File: src/rtl/lcd_write_arbiter.sv
// HD44780-style LCD write sequencer: runs the power-on init commands, then
// shares the bus round-robin between two byte-write requesters.
module lcd_write_arbiter #(
  parameter int PWRUP_CYC     = 50_000,
  parameter int SETUP_CYC     = 4,
  parameter int EN_CYC        = 50_000,
  parameter int WAIT_CYC      = 50_000,
  parameter int LONG_WAIT_CYC = 100_000
) (
  input  logic       clk,
  input  logic       rst_n,
  input  logic       req0,
  input  logic       rs0,
  input  logic [7:0] data0,
  output logic       ack0,
  input  logic       req1,
  input  logic       rs1,
  input  logic [7:0] data1,
  output logic       ack1,
  output logic       busy,
  output logic       init_done,
  output logic       lcd_en,
  output logic       lcd_rw,
  output logic       lcd_rs,
  output logic [7:0] lcd_data
);

  localparam int MAX_A   = (PWRUP_CYC > EN_CYC) ? PWRUP_CYC : EN_CYC;
  localparam int MAX_B   = (WAIT_CYC > LONG_WAIT_CYC) ? WAIT_CYC : LONG_WAIT_CYC;
  localparam int MAX_C   = (MAX_A > MAX_B) ? MAX_A : MAX_B;
  localparam int MAX_CYC = (MAX_C > SETUP_CYC) ? MAX_C : SETUP_CYC;
  localparam int CNT_W   = $clog2(MAX_CYC + 1);

  typedef enum logic [2:0] {
    S_PWRUP,
    S_IDLE,
    S_SETUP,
    S_PULSE,
    S_HOLD
  } state_t;

  state_t             state_q, state_d;
  logic [CNT_W-1:0]   cnt_q, cnt_d;
  logic [1:0]         init_idx_q, init_idx_d;
  logic               in_init_q, in_init_d;
  logic               init_done_q, init_done_d;
  logic               last_q, last_d;
  logic               ack0_q, ack0_d;
  logic               ack1_q, ack1_d;
  logic               lcd_rs_q, lcd_rs_d;
  logic [7:0]         lcd_data_q, lcd_data_d;
  logic               gnt0, gnt1;
  logic               hold_end;

  function automatic logic [7:0] init_cmd(input logic [1:0] idx);
    case (idx)
      2'd0:    init_cmd = 8'h38;
      2'd1:    init_cmd = 8'h0E;
      2'd2:    init_cmd = 8'h01;
      default: init_cmd = 8'h06;
    endcase
  endfunction

  // Clear display and return home need the extended settle time.
  function automatic logic is_long_cmd(input logic rs, input logic [7:0] d);
    is_long_cmd = !rs && ((d == 8'h01) || (d == 8'h02));
  endfunction

  assign gnt0 = req0 && (!req1 || last_q);
  assign gnt1 = req1 && !gnt0;
  assign hold_end = is_long_cmd(lcd_rs_q, lcd_data_q) ?
                    (cnt_q == CNT_W'(LONG_WAIT_CYC - 1)) :
                    (cnt_q == CNT_W'(WAIT_CYC - 1));

  always_comb begin
    state_d     = state_q;
    cnt_d       = cnt_q + 1'b1;
    init_idx_d  = init_idx_q;
    in_init_d   = in_init_q;
    init_done_d = init_done_q;
    last_d      = last_q;
    ack0_d      = 1'b0;
    ack1_d      = 1'b0;
    lcd_rs_d    = lcd_rs_q;
    lcd_data_d  = lcd_data_q;
    case (state_q)
      S_PWRUP: begin
        if (cnt_q == CNT_W'(PWRUP_CYC - 1)) begin
          state_d    = S_SETUP;
          init_idx_d = 2'd0;
          in_init_d  = 1'b1;
          lcd_rs_d   = 1'b0;
          lcd_data_d = init_cmd(2'd0);
        end
      end
      S_IDLE: begin
        cnt_d = '0;
        if (gnt0) begin
          state_d    = S_SETUP;
          ack0_d     = 1'b1;
          last_d     = 1'b0;
          lcd_rs_d   = rs0;
          lcd_data_d = data0;
        end else if (gnt1) begin
          state_d    = S_SETUP;
          ack1_d     = 1'b1;
          last_d     = 1'b1;
          lcd_rs_d   = rs1;
          lcd_data_d = data1;
        end
      end
      S_SETUP: begin
        if (cnt_q == CNT_W'(SETUP_CYC - 1)) state_d = S_PULSE;
      end
      S_PULSE: begin
        if (cnt_q == CNT_W'(EN_CYC - 1)) state_d = S_HOLD;
      end
      S_HOLD: begin
        if (hold_end) begin
          if (in_init_q && (init_idx_q != 2'd3)) begin
            state_d    = S_SETUP;
            init_idx_d = init_idx_q + 2'd1;
            lcd_rs_d   = 1'b0;
            lcd_data_d = init_cmd(init_idx_q + 2'd1);
          end else begin
            state_d = S_IDLE;
            if (in_init_q) begin
              in_init_d   = 1'b0;
              init_done_d = 1'b1;
            end
          end
        end
      end
      default: state_d = S_PWRUP;
    endcase
    // One shared counter: every phase starts counting from zero.
    if (state_d != state_q) cnt_d = '0;
  end

  always_ff @(posedge clk or negedge rst_n) begin
    if (!rst_n) begin
      state_q     <= S_PWRUP;
      cnt_q       <= '0;
      init_idx_q  <= 2'd0;
      in_init_q   <= 1'b0;
      init_done_q <= 1'b0;
      last_q      <= 1'b1;
      ack0_q      <= 1'b0;
      ack1_q      <= 1'b0;
      lcd_rs_q    <= 1'b0;
      lcd_data_q  <= 8'h00;
    end else begin
      state_q     <= state_d;
      cnt_q       <= cnt_d;
      init_idx_q  <= init_idx_d;
      in_init_q   <= in_init_d;
      init_done_q <= init_done_d;
      last_q      <= last_d;
      ack0_q      <= ack0_d;
      ack1_q      <= ack1_d;
      lcd_rs_q    <= lcd_rs_d;
      lcd_data_q  <= lcd_data_d;
    end
  end

  // EN is a pure decode of the state register so reset drops it at once.
  assign lcd_en    = (state_q == S_PULSE);
  assign lcd_rw    = 1'b0;
  assign lcd_rs    = lcd_rs_q;
  assign lcd_data  = lcd_data_q;
  assign busy      = (state_q != S_IDLE);
  assign init_done = init_done_q;
  assign ack0      = ack0_q;
  assign ack1      = ack1_q;

endmodule

File: config.mk
export PLATFORM = sky130hd
export DESIGN_NAME = lcd_write_arbiter
export DESIGN_NICKNAME = d
export VERILOG_FILES = /design/src/rtl/lcd_write_arbiter.sv
export SDC_FILE = /design/constraint.sdc
export NUM_CORES = 1
export LEC_CHECK = 0
export ABC_AREA = 1
export BUFFER_PORTS_ARGS = -buffer_cell sky130_fd_sc_hd__buf_2
export CAP_MARGIN = 20
export CORE_UTILIZATION = 52
export CTS_CLUSTER_SIZE = 14
export DETAILED_ROUTE_END_ITERATION = 12
export PLACE_DENSITY_LB_ADDON = 0.12
export RECOVER_POWER = 100
export SYNTH_ARGS = -nofsm -noshare
export SYNTH_HDL_FRONTEND = slang
export SYNTH_SLANG_ARGS = --single-unit
File: constraint.sdc
create_clock -name clk -period 2.1 [get_ports clk]
set_input_delay 0.525 -clock clk [delete_from_list [all_inputs] [get_ports clk]]
set_output_delay 0.525 -clock clk [all_outputs]
set_load 0.005 [all_outputs]
### Yosys cells after proc, flatten, opt, wreduce, memory -nomap -nowiden

Cells that the tools add are included.

* register bits after elaboration: 36
* bits of input ports: 22
* output and inout bits: 15
* logic and storage cells: 90

* add/sub/neg operators: 2
* equality and inequality tests: 19
* multiplexer cells: 39
* bitwise operators: 1
* reduce and logical (&&, ||, !) cells: 19

Operators by type and width (count)
* $mux W8: 5
* $mux W17: 2
* $pmux W8 S3: 1
* $mux W3: 6
* $pmux W6 S3: 1
* $add A17 B1 Y17 const B: 1
* $eq A17 B16 Y1 const B: 1
* $eq A17 B17 Y1 const B: 1
* $eq A17 B2 Y1 const B: 1
* $mux W1: 16
* $pmux W3 S5: 1
* $reduce_and A4 Y1: 3
* $ne A2 B2 Y1 const B: 5
* $eq A8 B1 Y1 const B: 1
* $eq A8 B2 Y1 const B: 1
* $mux W2: 4
* $eq A3 B2 Y1 const B: 2
* $reduce_and A5 Y1: 1
* $logic_and A1 B1 Y1: 4
* $pmux W2 S2: 1
* $reduce_bool A2 Y1: 2
* $eq A3 B1 Y1 const B: 1
* $eq A3 B3 Y1 const B: 1
* $logic_not A1 Y1: 3
* 14 further kinds: 15

### Longest topological paths before layout

Gate-level depths: netlist of the first run.

* word-level depth: 10
* gate-level depth with buffers: 15
* mapped depth without buffers: 14

### Worst setup path after synthesis of the first run

No wires, ideal clock.

* path type: flip-flop to flip-flop
* from: reg cnt_q[0]
* to: reg cnt_q[10]
* library setup time: 128 ps
* arrival: 1675 ps
* data required time: 1972 ps
* setup slack: 298 ps
* cell stages (with the launch flop): 16
* path buffers: 1
* clock period less this slack: 1802 ps
* path through: dfrtp_1 -> ha_1 -> nand2_4 -> nor2_8 -> inv_4 -> nor2_8 -> nand2_4 -> nand2_2 -> nand2_2 -> nor2_4 -> nand2_2 -> nand2_2 -> nand2_2 -> nand2_4 -> buf_12 -> nor2_4

* word-level cells in the longest chain between the ends: 6
* elaborated cells between the ends (all ways): 13
* those cells by class: add/sub (1); eq/ne (4); mux (8)

Ends and longest elaborated chain
* start, declared: line 43 `logic [CNT_W-1:0] cnt_q, cnt_d;`
* start signal, assigned: line 154 `cnt_q <= cnt_d;`
* $eq A17 B16 Y1 or $eq A17 B17 Y1 (tied branches)
* $mux W1: line 71 `assign hold_end = is_long_cmd(lcd_rs_q, lcd_data_q) ?`
* $mux W3: line 119 `if (hold_end) begin`
* $pmux W3 S5 *: line 86 `case (state_q)`
* named net state_d[1]: line 42 `state_t state_q, state_d;`
* $ne A3 B3 Y1 *: line 137 `if (state_d != state_q) cnt_d = '0;`
* $mux W17 *: line 137
* named net cnt_d[10]: line 43

The timed path passes the listed nets; every way through them passes the cells marked *.
A chain may end at the register's enable or synchronous reset.

### Worst setup path after layout of the first run

* from: reg cnt_q[1]
* to: reg cnt_q[9]

The elaborated chain is that of the path after synthesis.

==> impl_metrics.ini, run 1 <==
[logic_synthesis]
syn_avg_cell_area_um2 = 7.46
synth_area_leader_cell = dfrtp_1
yosysWarnings = 0
yosys.cell_types.count = 34
synth_top_cell_area_share_pct = 37.2
synth_flop_cell = dfrtp_1
synth_fp_nets = 342
synthTopCellsByArea = dfrtp_1 37%, nand2_1 12%, nor2_1 7.0%, nor2_4 6.7%, inv_1 5.7%
postSynth.asyncResetShare_pct = 100
synthesized_instance_count = 316
post_synthesis_register_bit_count = 36
synthesized_area_mm2 = 0.00236
synth_edf_count = 0
synth_seq_area_share_pct = 38.3

[grt]
groute.usage.overall_pct = 25.0
grt_pass1_wl_um = 9380
antenna_found_initial = 0
grt_remaining_overflow = 0
grt_start_max_net_pins = 37
first_global_vias = 1962

[timing]
post-route-min-period_ns = 1.93
timing_max_transition_violations_final = 0
fin_hold_ws_ns = 0.432
fin_worst_skew_ns = 0.00812
tightestPinTransition_ns = 0.895
layout_worst_path_cycle_share_pct = 91.9
rsz0062_at_grt = no
relSlewSlack_pct = 40.3
setup_viol = 0
fin_setup_tns_ns = 0
max_freq_mhz = 518
timing.final.hold_violations = 0

[power_and_ir_drop]
proportion_of_power_drawn_by_the_clock_network_pct = 41.5
cellLeakagePower_nw = 1.41
switching_share_pct = 23.3
p_int_uw = 981
p_per_area_mw_per_mm2 = 477
highest_ir_drop_seen_on_vdd_mv = 0.442
switching_power_uw = 298
p_comb_share_pct = 4.1
total_power_mw = 1.28
seq_power_share_pct = 54.3

[setup_path]
cpLargestDelayFamily = simple AND/OR/NAND/NOR gates
end_kind = register
timing.critical_path.required_ns = 2.32
slowest_cell_delay_on_critical_path_ns = 0.40
crit_path_frequent_cell = nand2_2
worst-path-max-fanout = 17
critical_path.cell_chain = ha_4 > nand2_4 > nor2_8 > inv_4 > nor2_8 > nand3_2 > nand2_2 > nand2_2 > nand2_2 > nand2_2 > nand2_2 > nand2_4 > buf_12 > nor2_2
start_kind = register
critPathArrivalTime_ns = 2.15
worstPathBufferInverterCount = 2
critPathKind = register to register
crit_slowest_cell = dfrtp_1

[placement]
gp_routability_congestion = 0.897
placement.io_buffers = 35
hpwlAfterDp_um = 4060
dpl-instance-area_mm2 = 0.00260

[layout]
fill_cells = 411
antenna_cells = 0
fin_area_mm2 = 0.00268
layout.nets = 384
synthToLayoutAreaGrowth_pct = 13.6
final_core_utilization_pct = 61.5
final_common_cell = nand2_1
final_layout_size_suffix_gt1_share_pct = 23.7
final_cell_mix = 75 x nand2_1, 49 x nor2_1, 36 x inv_1

[cts]
clock_tree.buffer_depth = 2
root_buffer = clkbuf_8
tritoncts = built
hold_buffers = 0
worstSkewPairLatency_ns = 0.29
tritoncts.num_buffers = 5
clock_sinks = 36
cts_max_level = 2
worst_setup_hold_path_clk_slew_ns = 0.08

[die]
die_span_x_um = 69.3
io_pins = 37
floorplan.die.height_um = 69.3
area_inside_the_core_boundary_mm2 = 0.00435
placement_rows = 24
start_util_pct = 54.1
dieArea_mm2 = 0.00481

[worst_hold_path]
holdCritPathClass = primary input to async pin

[flow_run]
maxCapViolCount = 0

[routing]
total_vias_in_the_final_route = 2120
post_drt_wl_per_cell_um = 13.2
route.final.wire_length_um = 5420
detail_route.drc_violations = 0
detail_route.first_pass.iterations = 4
drt-vias-per-instance = 5.16
final_antenna_net_count = 0
detailedRoute.firstIterationViolations = 119

[run_status]
outcome = complete, no violations
## power by group through the flow
stage | clock, mW | combinational, mW | sequential [mW]
floorplan | 0 | 0.0162 | 0.708
global placement | 0 | 0.0543 | 0.708
detailed placement | 0 | 0.0551 | 0.708
CTS | 0.541 | 0.0552 | 0.695
global route | 0.563 | 0.0626 | 0.695
finish | 0.531 | 0.0529 | 0.695
## registers in the layout, summed over array words and instances (netlist names)
signal / count
cnt_q: 17
lcd_data: 8
state_q: 3
init_idx_q: 2
ack0: 1
ack1: 1
in_init_q: 1
init_done: 1
last_q: 1
lcd_rs: 1
## Yosys cell counts (2+ instances only)
cell	n
nor2_1	44
nand3_1	25
nand2_2	11
ha_1	4
inv_1	36
nand3b_1	3
dfrtp_1	35
o21ai_0	22
nand2_4	3
or2_2	5
buf_4	2
clkbuf_1	3
nor3_1	3
o21ai_1	3
nand4_1	3
nor2_8	2
a21oi_1	6
o211ai_1	3
nor2_4	14
nand2_1	75
## layout make-up
cell class	instances	area, µm²	area share [%]
multi-input combinational	234	1230	45.9
clock buffer	6	82.6	3.08
inverter	39	149	5.56
tap	52	65.1	2.43
sequential	36	902	33.7
clock inverter	2	15.0	0.560
timing repair buffer	42	235	8.78
## worst register-to-register path, stage by stage, from the launching register on
cell and delay (ns):
dfrtp_1 0.40, ha_4 0.17, nand2_4 0.07, nor2_8 0.14, inv_4 0.05, nor2_8 0.12
nand3_2 0.09, nand2_2 0.11, nand2_2 0.09, nand2_2 0.12, nand2_2 0.07, nand2_2 0.09
nand2_4 0.06, buf_12 0.15, nor2_2 0.12
## routing by layer
metal	track usage [%]	vias to the layer above	part of all wire, %
met5	0	-	0
met4	8.39	0	1.7
met3	4.51	7	4.8
met2	37.6	55	44
met1	36.3	981	49
li1	-	1077	-
## what timing repair did
action                                  in CTS  in global routing
endpoints found under the setup margin       0                 14
gates resized for setup                      0                  3
endpoints found under the hold margin        0                  0
setup buffers                                0                  1
## metrics by stage
| stage | instances | setup WS (ns) |
|---|---|---|
| 2_1_floorplan | 316 | 0.298 |
| 3_5_place_dp | 402 | 0.101 |
| 4_1_cts | 410 | 0.0807 |
| 3_3_place_gp | 402 | 0.210 |
| 6_report | 411 | 0.171 |
| 5_1_grt | 411 | 0.0201 |
## worst paths after layout
check	from	to	slack, ns	cells after the start
setup / recovery	cnt_q[1]$_DFF_PN0_	cnt_q[9]$_DFF_PN0_	0.17	14
hold / removal	rst_n	cnt_q[14]$_DFF_PN0_	0.43	2
setup reg to reg	cnt_q[1]$_DFF_PN0_	cnt_q[9]$_DFF_PN0_	0.17	14
hold reg to reg	init_done$_DFFE_PN0P_	init_done$_DFFE_PN0P_	0.48	1
max in group asynchronous	rst_n	lcd_data[7]$_DFFE_PN0P_	1.11	2
min in group clk	init_done$_DFFE_PN0P_	init_done$_DFFE_PN0P_	0.48	1
## logic make-up (layout without fill, tap and decap cells)
group / count (synthesis) / in the layout / share of synthesized area (%)
compound gates: 36 / 36 / 8.33
simple gates: 193 / 193 / 42.6
flops: 36 / 36 / 38.3
buf+inv: 46 / 89 / 8.49
fa+ha+maj: 4 / 4 / 2.12
other cells: 1 / 1 / 0.159
No activity file was read; power rests on OpenSTA's default activity.
==> run 2: changes to the inputs <==
==> constraint.sdc (replaced) <==
create_clock -name clk -period 2.2 [get_ports clk]
set_input_delay 0.55 -clock clk [delete_from_list [all_inputs] [get_ports clk]]
set_output_delay 0.55 -clock clk [all_outputs]
set_load 0.005 [all_outputs]
==> run 2 against run 1 <==
Flip-flop and latch count did not move. Combinational power is 3% lower. Die area stayed put. Worst hold slack better by 0.051 ns. Power grew 0.18%. Register-to-register slack worse by 0.02 ns. First-iteration DRC count fell by 28%. Via count is 0.85% lower. Routed wire length decreased by 3.1%. Global-route usage shrank 1.8 points. Sequential power is 4.6% lower. Clock skew fell by 0.0035 ns. Critical path type unchanged. Largest cell class unchanged. Largest power group unchanged. Highest routed layer unchanged.
==> impl_metrics.ini, run 2 (synthesized netlist as in run 1, its figures left out) <==
[worst_hold_path]
hold_critical_path_depth = 2
holdCritStartpoint = last_q$_DFFE_PN1P_
holdCritPathClass = register to register
hold_path_end = last_q$_DFFE_PN1P_

[timing]
layout_worst_path_cycle_share_pct = 93.0
timing_max_transition_violations_final = 0
setup_viol = 0
post-route-min-period_ns = 2.05
fin_setup_tns_ns = 0
fin_hold_ws_ns = 0.483
max_freq_mhz = 489
timing.final.hold_violations = 0
rsz0062_at_grt = no
relSlewSlack_pct = 17.4
tightestPinTransition_ns = 1.24
final.setup.worst_slack_ns = 0.154
fin_worst_skew_ns = 0.00464

[routing]
final_antenna_net_count = 0
detail_route.first_pass.iterations = 6
route.final.wire_length_um = 5250
detailedRoute.firstIterationViolations = 86
drt-vias-per-instance = 5.14
detail_route.drc_violations = 0
post_drt_wl_per_cell_um = 12.8
total_vias_in_the_final_route = 2102

[layout]
final_core_utilization_pct = 60.5
final_layout_size_suffix_gt1_share_pct = 21.0
layout.nets = 382
synthToLayoutAreaGrowth_pct = 11.7
fill_cells = 408
largest_reg_flops = 17
max_flop_register = cnt_q
final_cell_mix = 77 x nand2_1, 49 x nor2_1, 36 x inv_1
antenna_cells = 0
finish.cell_count_without_fillers = 409
fin_area_mm2 = 0.00263
final_common_cell = nand2_1

[cts]
worstSkewPairLatency_ns = 0.28
root_buffer = clkbuf_8
clock_sinks = 36
clock_tree.buffer_depth = 2
cts_max_level = 2
post_cts_resized = 0
tritoncts.num_buffers = 5
tritoncts = built
post_cts_buffers = 0
hold_buffers = 0
worst_setup_hold_path_clk_slew_ns = 0.07

[power_and_ir_drop]
highest_ir_drop_seen_on_vdd_mv = 0.344
p_per_area_mw_per_mm2 = 486
total_power_mw = 1.28
cellLeakagePower_nw = 1.40

[grt]
grt_start_max_net_pins = 22
grt_pass1_wl_um = 8910
first_global_vias = 1914
groute.usage.overall_pct = 23.1
grt_remaining_overflow = 0
antenna_found_initial = 0

[placement]
dpl-instance-area_mm2 = 0.00258
post-place-ws_ns = 0.192
gp_routability_congestion = 0.886
placement.io_buffers = 35
place_inst = 401
hpwlAfterDp_um = 4010

[setup_path]
worstReg2RegStart = cnt_q[0]$_DFF_PN0_
critPathKind = register to register
critPathArrivalTime_ns = 2.22
start_kind = register
worst_reg2reg_path_endpoint = lcd_data[0]$_DFFE_PN0P_
worst-path-max-fanout = 13
end_kind = register
timing.reg2reg.worst_path_depth = 14
timing.reg2reg.setup_slack_ns = 0.15
timing.critical_path.required_ns = 2.38

[die]
area_inside_the_core_boundary_mm2 = 0.00435
floorplan.die.height_um = 69.3
dieArea_mm2 = 0.00481
start_util_pct = 54.1
io_pins = 37
die_span_x_um = 69.3
placement_rows = 24

[run_status]
outcome = complete, no violations

[flow_run]
maxCapViolCount = 0
run 2: cell count changes in the layout (fill, tap and decap cells not counted), moves of 2 or more:
cell / change
nand2_1: +2
buf_4: -3
clkinvlp_4: -2
clkbuf_1: +6
run 2: where the power goes:
part / leakage (nW) / switching [mW] / internal (mW) / total (mW)
sequential: 0.475 / 0.000215 / 0.663 / 0.663
combinational: 0.868 / 0.0318 / 0.0195 / 0.0513
clock: 0.0552 / 0.230 / 0.336 / 0.566
total: 1.40 / 0.262 / 1.02 / 1.28
run 2: critical path, cell delays in order (launching register included):
cell and delay, ns:
dfrtp_1 0.37, ha_1 0.24, nand2_4 0.09, nor2_8 0.14
inv_4 0.06, nor2_8 0.12, nand2_4 0.07, nand2_2 0.07
nand2_2 0.06, nor2_4 0.09, nand2_2 0.09, nand2_2 0.22
inv_1 0.17, nand2_1 0.11, nand2_1 0.06
run 2: routing by layer:
metal  track usage (%)  part of all wire, %
met2              33.5                   43
met4              7.26                  1.7
met1              34.7                   50
met5                 0                    0
met3              4.36                  5.7
run 2: layout make-up:
cell class / instances / area, µm² / area share [%]
clock buffer: 6 / 72.6 / 2.76
tap: 52 / 65.1 / 2.47
multi-input combinational: 234 / 1210 / 46.0
clock inverter: 2 / 35.0 / 1.33
timing repair buffer: 40 / 198 / 7.51
sequential: 36 / 902 / 34.3
inverter: 39 / 149 / 5.65
run 2: worst max-delay path by stage:
stage	from	endpoint	cells past startpoint
2_1_floorplan	cnt_q[0]$_DFF_PN0_	cnt_q[10]$_DFF_PN0_	15
3_3_place_gp	cnt_q[0]$_DFF_PN0_	cnt_q[5]$_DFF_PN0_	14
3_5_place_dp	cnt_q[0]$_DFF_PN0_	lcd_data[0]$_DFFE_PN0P_	14
4_1_cts	cnt_q[0]$_DFF_PN0_	lcd_data[0]$_DFFE_PN0P_	14
5_1_grt	cnt_q[0]$_DFF_PN0_	lcd_data[5]$_DFFE_PN0P_	14
6_report	cnt_q[0]$_DFF_PN0_	lcd_data[0]$_DFFE_PN0P_	14
==> run 3: changes to the inputs <==
--- a/config.mk
+++ b/config.mk
@@ -8,11 +8,13 @@
 export ABC_AREA = 1
 export BUFFER_PORTS_ARGS = -buffer_cell sky130_fd_sc_hd__buf_2
 export CAP_MARGIN = 20
+export CORE_ASPECT_RATIO = 1.25
 export CORE_UTILIZATION = 52
 export CTS_CLUSTER_SIZE = 14
 export DETAILED_ROUTE_END_ITERATION = 12
 export PLACE_DENSITY_LB_ADDON = 0.12
 export RECOVER_POWER = 100
+export REMOVE_ABC_BUFFERS = 1
 export SYNTH_ARGS = -nofsm -noshare
 export SYNTH_HDL_FRONTEND = slang
 export SYNTH_SLANG_ARGS = --single-unit
==> run 3 against run 2 <==
Worst hold slack got worse by 0.0070 ns. First-iteration DRC count decreased by 8.1%. Sequential power about the same. Via count grew 2.1%. Flip-flop and latch count did not move. Power down 5.3%. Largest cell class unchanged. Critical path depth down 9.
==> impl_metrics.ini, run 3 (synthesized netlist as in run 1, its figures left out) <==
[power_and_ir_drop]
p_per_area_mw_per_mm2 = 464
total_power_mw = 1.21
cellLeakagePower_nw = 1.38
highest_ir_drop_seen_on_vdd_mv = 0.306

[timing]
setup_viol = 0
relSlewSlack_pct = 6.50
fin_worst_skew_ns = 0.00414
fin_setup_tns_ns = 0
layout_worst_path_cycle_share_pct = 94.3
max_freq_mhz = 482
post-route-min-period_ns = 2.07
fin_hold_ws_ns = 0.476
timing_max_transition_violations_final = 0
rsz0062_at_grt = no
timing.final.hold_violations = 0
tightestPinTransition_ns = 1.40

[placement]
hpwlAfterDp_um = 3980
gp_routability_congestion = 0.957
place_inst = 407
placement.io_buffers = 35

[grt]
first_global_vias = 2228
grt_start_max_net_pins = 27
antenna_found_initial = 0
grt_pass1_wl_um = 9500
groute.usage.overall_pct = 25.4
grt_remaining_overflow = 0

[cts]
worst_setup_hold_path_clk_slew_ns = 0.08
clock_sinks = 36
cts_max_level = 2
worstSkewPairLatency_ns = 0.29
tritoncts = built
root_buffer = clkbuf_8
hold_buffers = 0
tritoncts.num_buffers = 5
clock_tree.buffer_depth = 2

[run_status]
outcome = complete, no violations

[routing]
detail_route.first_pass.iterations = 4
detail_route.drc_violations = 0
route.final.wire_length_um = 5310
total_vias_in_the_final_route = 2147
final_antenna_net_count = 0
detailedRoute.firstIterationViolations = 79
post_drt_wl_per_cell_um = 12.8
drt-vias-per-instance = 5.17

[setup_path]
worstReg2RegStart = cnt_q[0]$_DFF_PN0_
timing.critical_path.required_ns = 1.65
start_kind = register
worst-path-max-fanout = 14
end_kind = output port
critPathKind = register to output port
critPathArrivalTime_ns = 1.52
startpoint = state_q[0]$_DFF_PN0_

[layout]
finish.cell_count_without_fillers = 415
layout.nets = 382
final_common_cell = nand2_1
fill_cells = 451
antenna_cells = 0
final_layout_size_suffix_gt1_share_pct = 19.3
max_flop_register = cnt_q
synthToLayoutAreaGrowth_pct = 10.9
multi_input_area_mm2 = 0.00121
area_taken_by_flip_flops_and_latches_um2 = 902
final_cell_mix = 76 x nand2_1, 52 x nor2_1, 36 x inv_1
largest_reg_flops = 17

[flow_run]
maxCapViolCount = 0

[worst_hold_path]
holdCritStartpoint = init_done$_DFFE_PN0P_
holdCritPathClass = register to register

[die]
die_span_x_um = 62.2
area_inside_the_core_boundary_mm2 = 0.00439
dieArea_mm2 = 0.00481
floorplan.die.height_um = 77.3
io_pins = 37
start_util_pct = 53.7
placement_rows = 27
run 3: metrics by stage:
stage	instance area [µm²]	util, %	setup slack [ns]
finish	2610	59.5	0.126
global route	2610	59.5	0.0217
CTS	2680	61.1	0.107
detailed placement	2590	59.0	0.161
global placement	2590	59.0	0.238
floorplan	2310	-	0.373
run 3: where the power goes:
group	switching, mW	internal, mW	total (mW)
clock	0.248	0.250	0.498
combinational	0.0318	0.0196	0.0514
sequential	0.000285	0.663	0.663
total	0.280	0.932	1.21
run 3: what timing repair did:
item                       4_1_cts  5_1_grt
gates resized for setup          0        2
buffers inserted                 0        0
setup endpoints to repair        0        7
hold endpoints to repair         0        0
run 3: path summary, 6_finish.rpt:
path | end | slack, ns | depth (start not counted)
max in group asynchronous | last_q$_DFFE_PN1P_ | 0.67 | 2
setup reg to reg | cnt_q[16]$_DFF_PN0_ | 0.30 | 13
hold / removal | init_done$_DFFE_PN0P_ | 0.48 | 1
min in group asynchronous | cnt_q[9]$_DFF_PN0_ | 0.57 | 1
setup / recovery | busy | 0.13 | 5
hold reg to reg | init_done$_DFFE_PN0P_ | 0.48 | 1
run 3: area by class of cell:
class                           count  area share (%)
Timing Repair Buffer               40            7.32
Sequential cell                    36            34.5
Clock inverter                      2           0.383
Tap cell                           58            2.78
Inverter                           39            5.70
Multi-Input combinational cell    234            46.1
Clock buffer                        6            3.16
run 3: worst max-delay path, cell delays in order, from the launching register on:
cell	delay, ns
dfrtp_1	0.40
inv_1	0.11
nor3_4	0.23
buf_4	0.25
inv_1	0.10
clkbuf_2	0.13
run 3: layer usage:
metal	global-route usage [%]	vias up	routed length [µm]
met5	0	-	0
met3	4.61	16	179
met2	47.5	57	2810
met1	26.6	1000	2160
met4	13.3	0	165
li1	-	1074	-
